===== src/rtl/hist_fifo_ctrl.sv =====
// Show-ahead FIFO controller around a 1-cycle-latency dual-port RAM.
// A 2-entry output buffer hides the read latency for 1 word/cycle flow.
module hist_fifo_ctrl #(
  parameter int DATA_W   = 180,
  parameter int ADDR_W   = 6,
  parameter int AFULL_TH = 56
) (
  input  logic              clk,
  input  logic              rst_n,
  input  logic              flush,
  input  logic              wr_valid,
  output logic              wr_ready,
  input  logic [DATA_W-1:0] wr_data,
  output logic              rd_valid,
  input  logic              rd_ready,
  output logic [DATA_W-1:0] rd_data,
  output logic              ram_we,
  output logic [ADDR_W-1:0] ram_addr_a,
  output logic [ADDR_W-1:0] ram_addr_b,
  output logic [DATA_W-1:0] ram_wdata,
  input  logic [DATA_W-1:0] ram_rdata,
  output logic [ADDR_W+1:0] count,
  output logic              afull
);

  localparam int D  = 1 << ADDR_W;
  localparam int PW = ADDR_W + 1;
  localparam int CW = ADDR_W + 2;

  logic [PW-1:0]     wr_ptr_q, wr_ptr_d;
  logic [PW-1:0]     rd_ptr_q, rd_ptr_d;
  logic [PW-1:0]     mem_used, mem_used_d;
  logic              inflight_q, inflight_d;
  logic [1:0]        ob_cnt_q, ob_cnt_d;
  logic [1:0]        ob_left;
  logic [DATA_W-1:0] ob0_q, ob0_d;
  logic [DATA_W-1:0] ob1_q, ob1_d;
  logic              rd_valid_q, rd_valid_d;
  logic              afull_q, afull_d;
  logic [CW-1:0]     count_q, count_d;
  logic              push, pop, fetch;
  logic [2:0]        occ, occ_now;

  assign mem_used = wr_ptr_q - rd_ptr_q;
  assign wr_ready = !flush && (mem_used < PW'(D));
  assign push     = wr_valid && wr_ready;
  assign pop      = rd_valid_q && rd_ready;
  assign occ_now  = {1'b0, ob_cnt_q} + {2'b0, inflight_q};
  assign occ      = occ_now - {2'b0, pop};
  assign fetch    = !flush && (mem_used != '0) && (occ < 3'd2);
  assign ob_left  = ob_cnt_q - {1'b0, pop};

  always_comb begin
    wr_ptr_d   = wr_ptr_q;
    rd_ptr_d   = rd_ptr_q;
    inflight_d = fetch;
    ob0_d      = ob0_q;
    ob1_d      = ob1_q;
    if (push)
      wr_ptr_d = wr_ptr_q + 1'b1;
    if (fetch)
      rd_ptr_d = rd_ptr_q + 1'b1;
    if (pop && ob_cnt_q == 2'd2)
      ob0_d = ob1_q;
    // Returning word lands at the head if the buffer drains this cycle.
    if (inflight_q) begin
      if (ob_left == 2'd0)
        ob0_d = ram_rdata;
      else
        ob1_d = ram_rdata;
    end
    ob_cnt_d = ob_left + {1'b0, inflight_q};
    if (flush) begin
      wr_ptr_d   = '0;
      rd_ptr_d   = '0;
      inflight_d = 1'b0;
      ob_cnt_d   = '0;
      ob0_d      = ob0_q;
      ob1_d      = ob1_q;
    end
    mem_used_d = wr_ptr_d - rd_ptr_d;
    rd_valid_d = (ob_cnt_d != 2'd0);
    count_d    = CW'(mem_used_d) + CW'(inflight_d)
               + CW'(ob_cnt_d);
    afull_d    = (count_d >= CW'(AFULL_TH));
  end

  always_ff @(posedge clk or negedge rst_n) begin
    if (!rst_n) begin
      wr_ptr_q   <= '0;
      rd_ptr_q   <= '0;
      inflight_q <= 1'b0;
      ob_cnt_q   <= '0;
      ob0_q      <= '0;
      ob1_q      <= '0;
      rd_valid_q <= 1'b0;
      count_q    <= '0;
      afull_q    <= 1'b0;
    end else begin
      wr_ptr_q   <= wr_ptr_d;
      rd_ptr_q   <= rd_ptr_d;
      inflight_q <= inflight_d;
      ob_cnt_q   <= ob_cnt_d;
      ob0_q      <= ob0_d;
      ob1_q      <= ob1_d;
      rd_valid_q <= rd_valid_d;
      count_q    <= count_d;
      afull_q    <= afull_d;
    end
  end

  assign rd_valid   = rd_valid_q;
  assign rd_data    = ob0_q;
  assign count      = count_q;
  assign afull      = afull_q;
  assign ram_we     = push;
  assign ram_addr_a = wr_ptr_q[ADDR_W-1:0];
  assign ram_addr_b = rd_ptr_q[ADDR_W-1:0];
  assign ram_wdata  = wr_data;

  a_occ : assert property (@(posedge clk) disable iff (!rst_n)
    occ_now <= 3'd2);

endmodule


===== config.mk =====
export PLATFORM = sky130hd
export DESIGN_NAME = hist_fifo_ctrl
export DESIGN_NICKNAME = d
export VERILOG_FILES = /design/src/rtl/hist_fifo_ctrl.sv
export SDC_FILE = /design/constraint.sdc
export NUM_CORES = 1
export LEC_CHECK = 0
export BUFFER_PORTS_ARGS = -buffer_cell sky130_fd_sc_hd__buf_2
export CORE_AREA = 3 3 290 292
export CTS_BUF_LIST = sky130_fd_sc_hd__clkbuf_4 sky130_fd_sc_hd__clkbuf_8
export DETAILED_ROUTE_END_ITERATION = 8
export DIE_AREA = 0 0 293 295
export MAX_ROUTING_LAYER = met4
export PLACE_DENSITY = 0.48
export SETUP_SLACK_MARGIN = 0.2
export SYNTH_ARGS = -nofsm -noshare
export SYNTH_HDL_FRONTEND = slang
export SYNTH_SLANG_ARGS = --single-unit

===== constraint.sdc =====
create_clock -name clk -period 12.3 [get_ports clk]
set_input_delay 1.845 -clock clk [delete_from_list [all_inputs] [get_ports clk]]
set_output_delay 1.845 -clock clk [all_outputs]
set_load 0.05 [all_outputs]

==> results.md <==
- The flow ran to the end, and the final reports show no timing, DRC or antenna violations.
- The clock network latency to the later pin of the worst-skew pair is 0.67 ns.
- The worst hold slack across all endpoints is 0.469 ns.
- TritonCTS created 73 clock buffers.
- The total number of nets in the final design is 2151.
- Yosys attributes the largest share of cell area to dfrtp_1 (54%), mux2_2 (11%), buf_4 (8.1%).
- The via count of the first global-routing pass came to 13.3k.
- The layout cell share with drive strength beyond 1 is 39.9%.
- The initial antenna violation count was 15.
- The deepest clock path buffer count is 3.
- The total of cells resized after clock tree synthesis is 0.
- For this design the ratio of total power to cell area is 294 nW/um^2.
- The time the final worst path needs with I/O delays and setup is 5.22 ns.
- For the pin with the worst max-slew slack, the measured transition is 0.990 ns.
- The number of setup violations in the final report is 0.
- The headroom to the max-slew limit is between 30% and 40%.
- The floorplan step defined a die boundary enclosing about 86000 um^2.
- Of all nets on the critical path, the largest fanout is 6.
- The static leakage is 0.00951 uW.
- The total negative setup slack is 0 ns.
- Once detail routing completed, the nets flagged for antenna violations numbered 0.
- The worst supply voltage drop on vdd is 0.154 mV.
- The total track usage is 15.3%.
- The worst min-delay path category is reg2reg.
- The clock drives 387 sinks.
- The number of synthesized register bits is 387.
- In the final layout, flip-flops and latches occupy 9680 um^2.
- The total count of max-transition violations in the final report came to 0.
- Relative to the synthesized area, the layout overhead comes to 18.1%.
- After synthesis, the netlist uses 41 different library cells.
- Before CTS, the worst setup slack after placement is roughly 6.5 ns.
- The placement row count is 105.
- The count of non-filler cells in the finished layout is 2898.
- The number of hold buffers added after cts is 0.
- The top cell types in the final layout, fill and taps aside, are dfrtp_1 (387), buf_2 (386), nand2_1 (189).
- The initial utilization of the core area, before any placement, comes to 21.7%.
- TritonCTS built the clock tree.
- The number of synthesized flops with an enable pin is 0.
- The height of the chip is 295 um.
- The cell count after placement is 2758.
- For the worst setup path, the data required time is 10.45 ns.
- For this run, the number of Yosys warnings is 0.
- The tree is rooted in a clkbuf_8.
- Dividing the detail-routed via count by the number of cells gives about 4.4.
- The worst setup path is launched from a flip-flop.
- The share of the synthesized area in the top cell type is 54.5%.
- The synthesized instance count is 1580.
- The total design power is roughly 6200 uW.
- The setup slack of the critical path after layout is just over 7 ns.
- STA classifies the critical path endpoint as an output port.
- The floorplan step set the die width to slightly below 300 um.
- The maximum clock skew at final layout is 0.0450 ns.
- The number of buffers inserted to repair setup after CTS is 0.
- The placer's final routability congestion estimate is 0.820.
- The remaining design rule violation count is 0.
- The synthesized net count is 1968.
- The HPWL after detailed placement is 48000 um.
- The worst setup path is of the reg2out kind.
- The number of H-tree levels is 3.
- The clock transition at the registers of the reported paths is 0.06 ns.
- Max-cap violations in this run came to 0.
- Of the available clock period, the critical path in the final layout requires 42.5%.
- The area of the multi-input gates is 6200 um^2.
- The number of filler cells placed in the layout is 8692.
- After detailed routing, the average wire length per cell comes to roughly 23 um.
- Summed over all instances, the cell type with the most area after synthesis is dfrtp_1.
- Entering global routing, the biggest net connects 151 pins.
- For this run, the top clock speed supported by timing is 191 MHz.
- The portion of the post-synthesis area used by sequential elements is 54.5%.
- The number of violations reported at the end of detailed-routing iteration 0 is 530.
- The routed wire length is 66700 um.
- The via count is 12.9k.
- During placement, the flow inserted port buffers numbering slightly below 400.
- 749 I/O pins were placed.
- The most common cell after layout, fill and taps aside is dfrtp_1.
- Setup repair after global routing left no endpoint under its margin.
- The predominant post-synthesis flop cell is dfrtp_1.
- The count of endpoints failing hold in the final timing report came to 0.
- Global routing finished with a remaining overflow of 0.
- A synthesized cell averages 11.2 um^2.
- The area of the mapped netlist is 17800 um^2.
- The first detailed-routing pass took 7 iterations.
- The first-pass GRT wire length is between 90000 and 100000 um.
- For the worst setup path, the data arrival time is 3.38 ns.
- The core region area is 81800 um^2.
- The proportion of synthesized flip-flops having asynchronous set or reset is 100%.
[worst max-delay path: stages (launching register included)]
cell and delay [ns]:
dfrtp_1 0.49, ha_1 0.22, inv_1 0.05, fa_1 0.40, a21o_1 0.20, and3_1 0.20, nor3_1 0.29, o21ai_0 0.19
nor2_1 0.36, buf_2 0.35
[final timing paths]
check	from	endpoint	slack, ns	cells after the start
min in group asynchronous	rst_n	ob1_q[49]	1.20	1
max in group asynchronous	rst_n	ob1_q[101]	8.78	3
min reg2reg	rd_data[107]	rd_data[107]	0.47	2
max	rd_ptr_q[0]	ram_we	7.08	9
max reg2reg	rd_ptr_q[0]	count[6]	7.68	18
min	rd_data[107]	rd_data[107]	0.47	2
[cell usage after synthesis, types with 2 or more instances]
cell type / number
a21o_1: 7
a21oi_1: 7
a22oi_1: 180
and2_1: 2
and3_1: 3
buf_1: 7
buf_4: 192
clkbuf_1: 95
dfrtp_1: 387
fa_1: 5
ha_1: 18
inv_1: 23
mux2_2: 180
mux2i_1: 5
nand2_1: 189
nand2b_1: 4
nand3_1: 8
nand3b_1: 2
nand4_1: 3
nor2_1: 20
nor2b_1: 5
nor3_1: 4
nor3b_1: 2
nor4_1: 2
o2111ai_1: 2
o21ai_0: 182
or2_2: 7
xnor2_1: 12
xor2_1: 15
[report_power, final]
part	internal (uW)	leakage [uW]	switching [uW]	total (uW)
clock	781	0.000824	579	1360
sequential	1870	0.00479	308	2180
combinational	799	0.00389	1830	2630
total	3450	0.00951	2720	6170
[sequential cells by signal, indices dropped and copies added, names as in the netlist]
signal      count
rd_valid        1
ob1_q         180
wr_ptr_q        7
rd_ptr_q        7
afull           1
count           8
rd_data       180
ob_cnt_q        2
inflight_q      1
[area by class of cell]
cell class              count  share of cell area (%)
well taps                1070                    6.38
repair buffers            402                    9.95
inverters                  23                   0.411
clock buffers             110                    6.59
flip-flops and latches    387                    46.1
diodes                     13                   0.155
multi-input cells         876                    29.5
clock inverters            17                   0.835
[stage by stage]
step / area, um^2 / utilization (%)
after floorplan: 17800 / -
after global placement: 19400 / 23.7
after detailed placement: 19400 / 23.7
after CTS: 21000 / 25.6
after global routing: 21000 / 25.6
final: 21000 / 25.6
[cell families (layout without fill, tap and decap cells)]
family                   after synthesis  count (layout)  share of synthesized area (%)
XOR/XNOR                              28              28                           1.49
flip-flops                           387             387                           54.5
AND/OR/NAND/NOR                      254             254                           5.99
other                                  0              13                              0
buffers and inverters                317             552                           10.7
AO/OA/AOI/OAI                        385             385                           13.7
adder cells (fa/ha/maj)               23              23                           1.83
multiplexers                         186             186                           11.8
[layer usage]
layer | vias to the layer above | routed length [um] | track usage (%)
li1 | 5723 | - | -
met1 | 6353 | 21200 | 13.9
met2 | 671 | 31900 | 24.2
met3 | 123 | 11300 | 11.3
met4 | 0 | 2300 | 6.37
met5 | - | 0 | -
Power figures use the tool's default switching activity.
